$ cat config.mk
export PLATFORM = sky130hd
export DESIGN_NAME = branch_resolve_flat
export DESIGN_NICKNAME = d
export VERILOG_FILES = /design/src/rtl/branch_resolve_if.sv /design/src/rtl/branch_resolve.sv /design/src/flat_wrapper.sv
export SDC_FILE = /design/constraint.sdc
export NUM_CORES = 1
export LEC_CHECK = 0
export ABC_CLOCK_PERIOD_IN_PS = 5800
export BUFFER_PORTS_ARGS = -buffer_cell sky130_fd_sc_hd__clkbuf_2
export CAP_MARGIN = 0
export CORE_MARGIN = 1.5
export CORE_UTILIZATION = 57
export CTS_BUF_LIST = sky130_fd_sc_hd__clkbuf_8
export CTS_CLUSTER_SIZE = 25
export DETAILED_ROUTE_END_ITERATION = 16
export PLACE_DENSITY = 0.87
export SLEW_MARGIN = 15
export SYNTH_ARGS = -nofsm -noshare
export SYNTH_HDL_FRONTEND = slang
export SYNTH_SLANG_ARGS = --single-unit
$ cat constraint.sdc
create_clock -name clk -period 5.8 [get_ports clk]
set_input_delay 0.29 -clock clk [delete_from_list [all_inputs] [get_ports clk]]
set_output_delay 0.29 -clock clk [all_outputs]
set_load 0.02 [all_outputs]
$ cat src/rtl/branch_resolve_if.sv
// EX-stage branch resolution bus: instruction operands in, redirect/predictor-update results out.
interface branch_resolve_if #(
    parameter int ADDR_W = 32,
    parameter int CNT_W  = 32
);
    logic              rdy;
    logic              ex_valid;
    logic              ex_stall;
    logic              is_br;
    logic              is_jal;
    logic              is_jalr;
    logic [2:0]        funct3;
    logic [ADDR_W-1:0] rs1_val;
    logic [ADDR_W-1:0] rs2_val;
    logic [ADDR_W-1:0] inst_pc;
    logic [ADDR_W-1:0] imm;
    logic [ADDR_W-1:0] pred_next_pc;

    logic              prediction_res;
    logic [ADDR_W-1:0] jumpaddr;
    logic              branch_flag;
    logic              branch_taken;
    logic [ADDR_W-1:0] branch_pc;
    logic [ADDR_W-1:0] branch_target;
    logic              flush;
    logic [CNT_W-1:0]  br_cnt;
    logic [CNT_W-1:0]  miss_cnt;

    modport master (
        output rdy, ex_valid, ex_stall, is_br, is_jal, is_jalr, funct3,
               rs1_val, rs2_val, inst_pc, imm, pred_next_pc,
        input  prediction_res, jumpaddr, branch_flag, branch_taken,
               branch_pc, branch_target, flush, br_cnt, miss_cnt
    );

    modport slave (
        input  rdy, ex_valid, ex_stall, is_br, is_jal, is_jalr, funct3,
               rs1_val, rs2_val, inst_pc, imm, pred_next_pc,
        output prediction_res, jumpaddr, branch_flag, branch_taken,
               branch_pc, branch_target, flush, br_cnt, miss_cnt
    );
endinterface

$ cat src/rtl/branch_resolve.sv
// Resolves branches/jumps in EX, redirects fetch on mispredict, squashes the wrong path
// for FLUSH_CYCLES cycles, and emits predictor-update strobes plus performance counts.
module branch_resolve #(
    parameter int ADDR_W       = 32,
    parameter int FLUSH_CYCLES = 2,
    parameter int CNT_W        = 32
) (
    input logic              clk,
    input logic              rst,
    branch_resolve_if.slave  bus_io
);
    typedef enum logic {IDLE, SQUASH} state_e;

    localparam logic [3:0] SQUASH_INIT = 4'(FLUSH_CYCLES - 1);

    state_e            state_q, state_d;
    logic [3:0]        squashCnt_q, squashCnt_d;
    logic              predRes_q, predRes_d;
    logic [ADDR_W-1:0] jumpAddr_q, jumpAddr_d;
    logic              brFlag_q, brFlag_d;
    logic              brTaken_q, brTaken_d;
    logic [ADDR_W-1:0] brPc_q, brPc_d;
    logic [ADDR_W-1:0] brTarget_q, brTarget_d;
    logic              flush_q, flush_d;
    logic [CNT_W-1:0]  brCnt_q, brCnt_d;
    logic [CNT_W-1:0]  missCnt_q, missCnt_d;

    logic              isJalr, isJal, isBr, condTaken, taken, accept, mispredict;
    logic [ADDR_W-1:0] jalrSum, target, seqPc, actualNext;

    // JALR outranks JAL, which outranks a conditional branch.
    always_comb begin
        isJalr  = bus_io.is_jalr;
        isJal   = ~bus_io.is_jalr & bus_io.is_jal;
        isBr    = ~bus_io.is_jalr & ~bus_io.is_jal & bus_io.is_br;
        condTaken = 1'b0;
        case (bus_io.funct3)
            3'b000:  condTaken = (bus_io.rs1_val == bus_io.rs2_val);
            3'b001:  condTaken = (bus_io.rs1_val != bus_io.rs2_val);
            3'b100:  condTaken = ($signed(bus_io.rs1_val) <  $signed(bus_io.rs2_val));
            3'b101:  condTaken = ($signed(bus_io.rs1_val) >= $signed(bus_io.rs2_val));
            3'b110:  condTaken = (bus_io.rs1_val <  bus_io.rs2_val);
            3'b111:  condTaken = (bus_io.rs1_val >= bus_io.rs2_val);
            default: condTaken = 1'b0;
        endcase
        taken      = isJalr | isJal | (isBr & condTaken);
        jalrSum    = bus_io.rs1_val + bus_io.imm;
        target     = isJalr ? (jalrSum & ~ADDR_W'(1)) : (bus_io.inst_pc + bus_io.imm);
        seqPc      = bus_io.inst_pc + ADDR_W'(4);
        actualNext = taken ? target : seqPc;
        mispredict = (actualNext != bus_io.pred_next_pc);
        accept     = bus_io.rdy & bus_io.ex_valid & ~bus_io.ex_stall & (state_q == IDLE) &
                     (bus_io.is_br | bus_io.is_jal | bus_io.is_jalr);
    end

    // With rdy low every register keeps its value, so a pending strobe is re-presented.
    always_comb begin
        state_d     = state_q;
        squashCnt_d = squashCnt_q;
        predRes_d   = predRes_q;
        jumpAddr_d  = jumpAddr_q;
        brFlag_d    = brFlag_q;
        brTaken_d   = brTaken_q;
        brPc_d      = brPc_q;
        brTarget_d  = brTarget_q;
        flush_d     = flush_q;
        brCnt_d     = brCnt_q;
        missCnt_d   = missCnt_q;
        if (bus_io.rdy) begin
            brFlag_d  = 1'b0;
            predRes_d = 1'b1;
            case (state_q)
                IDLE: begin
                    flush_d = 1'b0;
                    if (accept) begin
                        brCnt_d = (brCnt_q == '1) ? brCnt_q : brCnt_q + CNT_W'(1);
                        if (!isJalr) begin
                            brFlag_d   = 1'b1;
                            brTaken_d  = taken;
                            brPc_d     = bus_io.inst_pc;
                            brTarget_d = target;
                        end
                        if (mispredict) begin
                            predRes_d   = 1'b0;
                            jumpAddr_d  = actualNext;
                            flush_d     = 1'b1;
                            state_d     = SQUASH;
                            squashCnt_d = SQUASH_INIT;
                            missCnt_d   = (missCnt_q == '1) ? missCnt_q : missCnt_q + CNT_W'(1);
                        end
                    end
                end
                SQUASH: begin
                    if (squashCnt_q == 4'd0) begin
                        state_d = IDLE;
                        flush_d = 1'b0;
                    end else begin
                        squashCnt_d = squashCnt_q - 4'd1;
                        flush_d     = 1'b1;
                    end
                end
                default: state_d = IDLE;
            endcase
        end
    end

    always_ff @(posedge clk or posedge rst) begin
        if (rst) begin
            state_q     <= IDLE;
            squashCnt_q <= '0;
            predRes_q   <= 1'b1;
            jumpAddr_q  <= '0;
            brFlag_q    <= 1'b0;
            brTaken_q   <= 1'b0;
            brPc_q      <= '0;
            brTarget_q  <= '0;
            flush_q     <= 1'b0;
            brCnt_q     <= '0;
            missCnt_q   <= '0;
        end else begin
            state_q     <= state_d;
            squashCnt_q <= squashCnt_d;
            predRes_q   <= predRes_d;
            jumpAddr_q  <= jumpAddr_d;
            brFlag_q    <= brFlag_d;
            brTaken_q   <= brTaken_d;
            brPc_q      <= brPc_d;
            brTarget_q  <= brTarget_d;
            flush_q     <= flush_d;
            brCnt_q     <= brCnt_d;
            missCnt_q   <= missCnt_d;
        end
    end

    assign bus_io.prediction_res = predRes_q;
    assign bus_io.jumpaddr       = jumpAddr_q;
    assign bus_io.branch_flag    = brFlag_q;
    assign bus_io.branch_taken   = brTaken_q;
    assign bus_io.branch_pc      = brPc_q;
    assign bus_io.branch_target  = brTarget_q;
    assign bus_io.flush          = flush_q;
    assign bus_io.br_cnt         = brCnt_q;
    assign bus_io.miss_cnt       = missCnt_q;
endmodule

$ cat src/flat_wrapper.sv
// flat-port wrapper written by rule: the top's interface ports become plain ports
module branch_resolve_flat 
#(
    parameter int ADDR_W       = 32,
    parameter int FLUSH_CYCLES = 2,
    parameter int CNT_W        = 32
)
  (clk, rst, bus_io_rdy, bus_io_ex_valid, bus_io_ex_stall, bus_io_is_br, bus_io_is_jal, bus_io_is_jalr, bus_io_funct3, bus_io_rs1_val, bus_io_rs2_val, bus_io_inst_pc, bus_io_imm, bus_io_pred_next_pc, bus_io_prediction_res, bus_io_jumpaddr, bus_io_branch_flag, bus_io_branch_taken, bus_io_branch_pc, bus_io_branch_target, bus_io_flush, bus_io_br_cnt, bus_io_miss_cnt);
  branch_resolve_if #(.ADDR_W(ADDR_W), .CNT_W(CNT_W)) bus_io_i ();
  input logic clk;
  input logic rst;
  input wire logic [$bits(bus_io_i.rdy)-1:0] bus_io_rdy;
  input wire logic [$bits(bus_io_i.ex_valid)-1:0] bus_io_ex_valid;
  input wire logic [$bits(bus_io_i.ex_stall)-1:0] bus_io_ex_stall;
  input wire logic [$bits(bus_io_i.is_br)-1:0] bus_io_is_br;
  input wire logic [$bits(bus_io_i.is_jal)-1:0] bus_io_is_jal;
  input wire logic [$bits(bus_io_i.is_jalr)-1:0] bus_io_is_jalr;
  input wire logic [$bits(bus_io_i.funct3)-1:0] bus_io_funct3;
  input wire logic [$bits(bus_io_i.rs1_val)-1:0] bus_io_rs1_val;
  input wire logic [$bits(bus_io_i.rs2_val)-1:0] bus_io_rs2_val;
  input wire logic [$bits(bus_io_i.inst_pc)-1:0] bus_io_inst_pc;
  input wire logic [$bits(bus_io_i.imm)-1:0] bus_io_imm;
  input wire logic [$bits(bus_io_i.pred_next_pc)-1:0] bus_io_pred_next_pc;
  output wire logic [$bits(bus_io_i.prediction_res)-1:0] bus_io_prediction_res;
  output wire logic [$bits(bus_io_i.jumpaddr)-1:0] bus_io_jumpaddr;
  output wire logic [$bits(bus_io_i.branch_flag)-1:0] bus_io_branch_flag;
  output wire logic [$bits(bus_io_i.branch_taken)-1:0] bus_io_branch_taken;
  output wire logic [$bits(bus_io_i.branch_pc)-1:0] bus_io_branch_pc;
  output wire logic [$bits(bus_io_i.branch_target)-1:0] bus_io_branch_target;
  output wire logic [$bits(bus_io_i.flush)-1:0] bus_io_flush;
  output wire logic [$bits(bus_io_i.br_cnt)-1:0] bus_io_br_cnt;
  output wire logic [$bits(bus_io_i.miss_cnt)-1:0] bus_io_miss_cnt;
  assign bus_io_i.rdy = bus_io_rdy;
  assign bus_io_i.ex_valid = bus_io_ex_valid;
  assign bus_io_i.ex_stall = bus_io_ex_stall;
  assign bus_io_i.is_br = bus_io_is_br;
  assign bus_io_i.is_jal = bus_io_is_jal;
  assign bus_io_i.is_jalr = bus_io_is_jalr;
  assign bus_io_i.funct3 = bus_io_funct3;
  assign bus_io_i.rs1_val = bus_io_rs1_val;
  assign bus_io_i.rs2_val = bus_io_rs2_val;
  assign bus_io_i.inst_pc = bus_io_inst_pc;
  assign bus_io_i.imm = bus_io_imm;
  assign bus_io_i.pred_next_pc = bus_io_pred_next_pc;
  assign bus_io_prediction_res = bus_io_i.prediction_res;
  assign bus_io_jumpaddr = bus_io_i.jumpaddr;
  assign bus_io_branch_flag = bus_io_i.branch_flag;
  assign bus_io_branch_taken = bus_io_i.branch_taken;
  assign bus_io_branch_pc = bus_io_i.branch_pc;
  assign bus_io_branch_target = bus_io_i.branch_target;
  assign bus_io_flush = bus_io_i.flush;
  assign bus_io_br_cnt = bus_io_i.br_cnt;
  assign bus_io_miss_cnt = bus_io_i.miss_cnt;
  branch_resolve #(.ADDR_W(ADDR_W), .FLUSH_CYCLES(FLUSH_CYCLES), .CNT_W(CNT_W)) u_core (.clk(clk), .rst(rst), .bus_io(bus_io_i));
endmodule
Word-level counts from Yosys, hierarchy flattened. Index checks and enable logic that the tools add are counted.

Logic and storage cells: 75. Register bits: 168. Output and inout port bits: 164. Bits of input ports: 171.

$add $sub $neg: 6. Bitwise operators: 18. Equal/unequal tests: 13. Mux-type cells: 17. Magnitude comparators: 4. Reduce and logical (&&, ||, !) cells: 7.

Operators with widths (count): $add 32x1->32 const B (2); $add 32x32->32 (2); $eq 32x32->1 const B (2); $ge 32x32->1 (2); $lt 32x32->1 (2); $mux 32 (2); $ne 32x32->1 (2); $add 32x3->32 const B (1); $eq 32x32->1 (1); $reduce_and 4->1 (4); $eq 3x3->1 const B (4); $mux 4 (3); $mux 1 (9); $and 1x1->1 (8); $pmux 4 s2 (1); $not 1->1 (6); $pmux 1 s6 (1); $reduce_and 5->1 (1); $logic_not 4->1 (1); $ne 2x1->1 const B (2); $or 1x1->1 (4); $sub 4x1->4 const B (1); $eq 3x1->1 const B (1); $logic_not 3->1 (1); other kinds (2) (2).

Depth between registers and ports, before layout.
Word-level depth: 10. Mapped depth: 21. Gate-level depth less buffers: 17.

Worst setup path after synthesis. OpenSTA, ideal clock, no wires.

Kind: input to register. From: input bus_io_imm[4]. To: register u_core.jumpAddr_q[10] (netlist: u_core.bus_io.jumpaddr[10]). Setup time: 0.125 ns. Path slack: 1.609 ns. Buffers on the path: 3. Data required time: 5.675 ns. Data arrival time: 4.066 ns. Cell stages on the path: 18. Cells stage by stage: ha_1 > clkbuf_1 > a211oi_1 > o211ai_1 > o21ai_0 > a2bb2oi_1 > a221oi_1 > mux2i_1 > a2111oi_0 > a211o_1 > a2111oi_0 > nand4_1 > a2111oi_0 > and4_1 > buf_4 > nor2_2 > buf_6 > mux2_4.

Word-level cells in the longest chain between the ends: 5. Elaborated cells between the ends (all ways): 6. Those cells by class: 2 x add/sub; 1 x eq/ne; 2 x mux; 1 x reduce/logical.

Ends and longest elaborated chain: start, declared (line flat_wrapper.sv:22) `input wire logic [$bits(bus_io_i.imm)-1:0] bus_io_imm;`; $add 32x32->32, on equally long branches (line branch_resolve.sv:48, branch_resolve.sv:47); $mux 32 (*) (line branch_resolve.sv:48) `target = isJalr ? (jalrSum & ~ADDR_W'(1)) : (bus_io.inst_pc + bus_io.imm);`; $mux 32 (*) (line branch_resolve.sv:50) `actualNext = taken ? target : seqPc;`; $ne 32x32->1 (line branch_resolve.sv:51) `mispredict = (actualNext != bus_io.pred_next_pc);`; $reduce_and 4->1 (no line); end signal, assigned (line branch_resolve.sv:124) `jumpAddr_q <= jumpAddr_d;`; end, declared (line branch_resolve.sv:19) `logic [ADDR_W-1:0] jumpAddr_q, jumpAddr_d;`.

Every way passes the cells marked *; elsewhere a longest branch is shown, timed or not. A chain may end at the register's enable or synchronous reset.

Worst setup path after layout.
From: input bus_io_imm[14]. To: register u_core.jumpAddr_q[6] (netlist: u_core.bus_io.jumpaddr[6]).

Word-level cells in the longest chain between the ends: 5. Elaborated cells between the ends (all ways): 6. Those cells by class: 2 x add/sub; 1 x eq/ne; 2 x mux; 1 x reduce/logical.

Ends and longest elaborated chain (line): $add 32x32->32, on equally long branches (branch_resolve.sv:48, branch_resolve.sv:47); $mux 32 (*) (branch_resolve.sv:48); $mux 32 (*) (branch_resolve.sv:50); $ne 32x32->1 (*) (branch_resolve.sv:51); $reduce_and 4->1 (no line) (*).

Marks and branches as above.

==> impl_metrics.toml <==
[outcome]
status = "finished clean"

[sta]
final.setup.tns_ns = 0
timing.clock.skew_ns = 0.0193
tightestPinTransition_ns = 1.18
ratio_of_final_minimum_period_to_clock_period_pct = 84.3
slew_viols_final = 0
final-hold-violation-count = 0
hold-worst-slack_ns = 0.0306
maxClockFrequency_ghz = 0.204
timing.slew.headroom_pct = 20.9
finalWorstPathRequiredPeriod_ns = 4.89
grt_setup_unrepaired = "no"
finalSetupViolCount = 0

[logic_synthesis]
postSynthRegisterBits = 168
post_synth_mux_area_share_pct = 8.16
syn-instance-count = 1615
ys_flop_type = "sky130_fd_sc_hd__dfrtp_1"
netlist_area_mm2 = 0.0141
synth_top_family_by_area = "simple AND/OR/NAND/NOR gates"
synth_compound_gate_area_share_pct = 18.6
synth_cell_type_count = 84
number_of_enable_type_register_cells_in_the_synthesized_netlist = 0
post_synth_fa_ha_maj_area_fraction_pct = 8.90
fraction_of_the_yosys_area_taken_by_sequential_cells_pct = 29.9
synthesis.nets = 1885
synth.yosys.warnings = 0
synth_area_per_cell_um2 = 8.72
synth_simple_gate_area_share_pct = 20.3
synthXorXnorAreaFrac_pct = 10.1
async_flop_share_pct = 100

[critical_path]
worst-r2r-setup-slack_ns = 2.47
r2r_end = "u_core.bus_io.br_cnt[30]"
timing.critical_path.buf_inv = 3
critical_path.reg2reg.startpoint = "u_core.bus_io.br_cnt[4]"
element_type_at_the_critical_path_end = "register"
crit_path_start_kind = "input pin"
worst_r2r_path_depth = 14
cpPeakStageDelay_ns = 0.91
crit_fanout = 30
category_of_the_most_critical_setup_path = "in2reg"
cp_max_stage_cell = "sky130_fd_sc_hd__nor2_4"
critical_path_arrival_ns = 5.25
worstPathCellList = "clkbuf_2, ha_1, a21oi_1, o21ai_0, a2111oi_0, buf_4, a21oi_1, a31oi_1, or3_1, o41ai_1, buf_4, nor3_1, a221oi_1, nand4_1, a2111oi_0, and4_1, nor2_4, mux2_4"
cp_data_required_time_ns = 6.16
critPathTopFamily = "simple AND/OR/NAND/NOR gates"

[global_route]
first_global_vias = 13300
globalRoute.busiestLayer = "met2"
grtUsageMet2_pct = 57.3
grt_first_pass_wirelength_mm = 73.4
initial_antenna_violation_count = 1
maximum_number_of_pins_on_one_net_before_global_route_repair = 104
global_route.usage.total_pct = 36.4
global_routing_usage_on_met3_pct = 7.17
met1_global_route_usage_pct = 49.5
gr-total-overflow = 0

[power]
ir_drop_uv = 212
power_per_cell_area_mw_per_mm2 = 309
cellLeakagePower_nw = 8.27

[route]
dr_total_vias = 14300
wl_per_cell_um = 20.8
drt-initial-drc-count = 1873
drc_errors = 0
firstDrtPassIters = 5
post_drt_via_cell_ratio = 6.30
route.final.wire_length_mm = 47.2
antenna_left = 0

[clocking]
h-tree-depth = 4
post_cts.resized_instances = 0
cts_tree = "yes"
cts_hold_repair.buffers = 0
cts-root-to-sink-buffers = 2
cts_buffers = 17
cts_setup_buffers = 0
worst_skew_pair.late_latency_ns = 0.48
cts-root-buf = "sky130_fd_sc_hd__clkbuf_8"
clk_transition_reported_paths_ns = 0.12
clock-sinks = 168

[layout]
utilization_pct = 68.1
layout.nets = 2198
areaGrowthSynthToFinish_pct = 17.3
drive_gt1_share_pct = 24.9
fillerInstances = 1929

[placed_design]
hpwl_mm = 37.7
place.gp.congestion = 0.965
place.port_buffers = 334

[die]
count_of_standard_cell_rows = 57
die_y_um = 160
dieArea_mm2 = 0.0257
io_pins = 335
die_width_um = 160
initial_utilization_pct = 58.1
coreArea_mm2 = 0.0242

[flow_run]
timing.max_cap.violations = 0

[min_path]
hp-class = "in2async"
[worst max-delay path by stage]
stage                     cells after the start  slack (ns)                from                         end
after detailed placement                     17        0.46   bus_io_rs2_val[9]   u_core.bus_io.jumpaddr[4]
final                                        18        0.91      bus_io_imm[14]   u_core.bus_io.jumpaddr[6]
after floorplan                               1        0.96                 rst     u_core.bus_io.br_cnt[0]
after global routing                         17        0.64   bus_io_rs2_val[9]  u_core.bus_io.jumpaddr[12]
after global placement                       17        0.62   bus_io_rs2_val[9]   u_core.bus_io.jumpaddr[2]
after CTS                                    17         1.0  bus_io_rs2_val[11]  u_core.bus_io.jumpaddr[12]
[power breakdown]
group	internal, mW	total [mW]	switching (mW)
sequential	1.55	1.82	0.270
combinational	0.924	2.42	1.49
clock	0.338	0.874	0.537
total	2.81	5.11	2.30
[synthesized netlist by cell type, types with 12 or more instances]
cell type,n,area (um^2)
sky130_fd_sc_hd__clkbuf_1,36,135
sky130_fd_sc_hd__o31ai_1,12,90.1
sky130_fd_sc_hd__xnor2_1,87,762
sky130_fd_sc_hd__mux2_4,27,405
sky130_fd_sc_hd__a21oi_1,80,400
sky130_fd_sc_hd__a211oi_1,16,120
sky130_fd_sc_hd__mux2_2,41,462
sky130_fd_sc_hd__ha_1,97,1210
sky130_fd_sc_hd__buf_2,12,60.1
sky130_fd_sc_hd__inv_1,76,285
sky130_fd_sc_hd__mux2i_1,27,270
sky130_fd_sc_hd__and4_1,19,166
sky130_fd_sc_hd__xor2_1,75,657
sky130_fd_sc_hd__nor4_1,15,93.8
sky130_fd_sc_hd__nand2_1,174,653
sky130_fd_sc_hd__nor2b_1,18,113
sky130_fd_sc_hd__nand3_1,58,290
sky130_fd_sc_hd__or3_1,14,87.6
sky130_fd_sc_hd__dfrtp_1,167,4180
sky130_fd_sc_hd__nor2_1,84,315
sky130_fd_sc_hd__a21o_1,37,278
sky130_fd_sc_hd__and3_1,23,144
sky130_fd_sc_hd__and2_1,14,87.6
sky130_fd_sc_hd__a31oi_1,12,75.1
sky130_fd_sc_hd__nand4_1,33,206
sky130_fd_sc_hd__nand2b_1,16,100
sky130_fd_sc_hd__nor3_1,49,245
sky130_fd_sc_hd__o21ai_0,96,480
sky130_fd_sc_hd__o211ai_1,15,113
[per-layer routing]
metal / wire (um) / vias to the layer above
met1: 19300 / 6751
li1: - / 6563
met2: 21300 / 849
met5: 0 / -
met4: 1810 / 0
met3: 4860 / 119
[logic make-up after synthesis]
family                   count (synthesis)
AO/OA/AOI/OAI                          390
buffers and inverters                  138
XOR/XNOR                               162
flip-flops                             168
multiplexers                            96
adder cells (fa/ha/maj)                 99
AND/OR/NAND/NOR                        562
[through the flow]
stage / area (um^2) / std cells / total power, mW / worst slack, ns
6_report: 16500 / 2266 / 5.11 / 0.908
5_1_grt: 16500 / 2266 / 5.35 / 0.644
4_1_cts: 16500 / 2265 / 5.08 / 0.996
3_5_place_dp: 16100 / 2233 / 4.21 / 0.459
3_3_place_gp: 16100 / 2233 / 4.13 / 0.616
2_1_floorplan: 14100 / 1615 / 3.29 / 0.965
[state kept, by name, indices dropped and copies added, names as in the netlist]
| name | flops |
|---|---|
| u_core.bus_io.branch_target | 32 |
| u_core.bus_io.branch_taken | 1 |
| u_core.bus_io.branch_pc | 32 |
| u_core.state_q | 1 |
| u_core.bus_io.miss_cnt | 32 |
| u_core.bus_io.branch_flag | 1 |
| u_core.bus_io.br_cnt | 32 |
| u_core.bus_io.jumpaddr | 32 |
| u_core.bus_io.prediction_res | 1 |
| u_core.squashCnt_q | 4 |
[cells in the final DEF, fill, tap and decap left out, types with 8 or more instances in the layout]
master	count
sky130_fd_sc_hd__a21o_1	37
sky130_fd_sc_hd__o31ai_1	11
sky130_fd_sc_hd__o21ai_0	96
sky130_fd_sc_hd__nor3b_1	9
sky130_fd_sc_hd__nand4_1	33
sky130_fd_sc_hd__nand3_1	58
sky130_fd_sc_hd__mux2i_1	27
sky130_fd_sc_hd__ha_1	97
sky130_fd_sc_hd__xor2_1	75
sky130_fd_sc_hd__inv_1	75
sky130_fd_sc_hd__clkbuf_2	334
sky130_fd_sc_hd__a21oi_1	80
sky130_fd_sc_hd__nor2b_1	18
sky130_fd_sc_hd__o211ai_1	15
sky130_fd_sc_hd__mux2_4	27
sky130_fd_sc_hd__clkbuf_8	17
sky130_fd_sc_hd__nand2_1	173
sky130_fd_sc_hd__o221ai_1	8
sky130_fd_sc_hd__nand2b_1	16
sky130_fd_sc_hd__a221oi_1	8
sky130_fd_sc_hd__and3_1	23
sky130_fd_sc_hd__nor4_1	15
sky130_fd_sc_hd__and4_1	19
sky130_fd_sc_hd__a31oi_1	12
sky130_fd_sc_hd__nor3_1	49
sky130_fd_sc_hd__a211oi_1	16
sky130_fd_sc_hd__or3_1	14
sky130_fd_sc_hd__xnor2_1	87
sky130_fd_sc_hd__and2_1	14
sky130_fd_sc_hd__o21a_1	11
sky130_fd_sc_hd__a211o_1	11
sky130_fd_sc_hd__dfrtp_1	167
sky130_fd_sc_hd__buf_4	20
sky130_fd_sc_hd__nor2_1	84
sky130_fd_sc_hd__mux2_2	41
[layout make-up]
cell class	instances	area (um^2)	share of cell area, %
Multi-Input combinational cell	1309	9330	56.5
Sequential cell	168	4210	25.5
Timing Repair Buffer	356	1860	11.3
Tap cell	324	405	2.45
Inverter	76	290	1.76
Clock buffer	17	234	1.42
Clock inverter	15	191	1.16
Antenna cell	1	2.50	0.0152
Power figures use the tool's default switching activity.
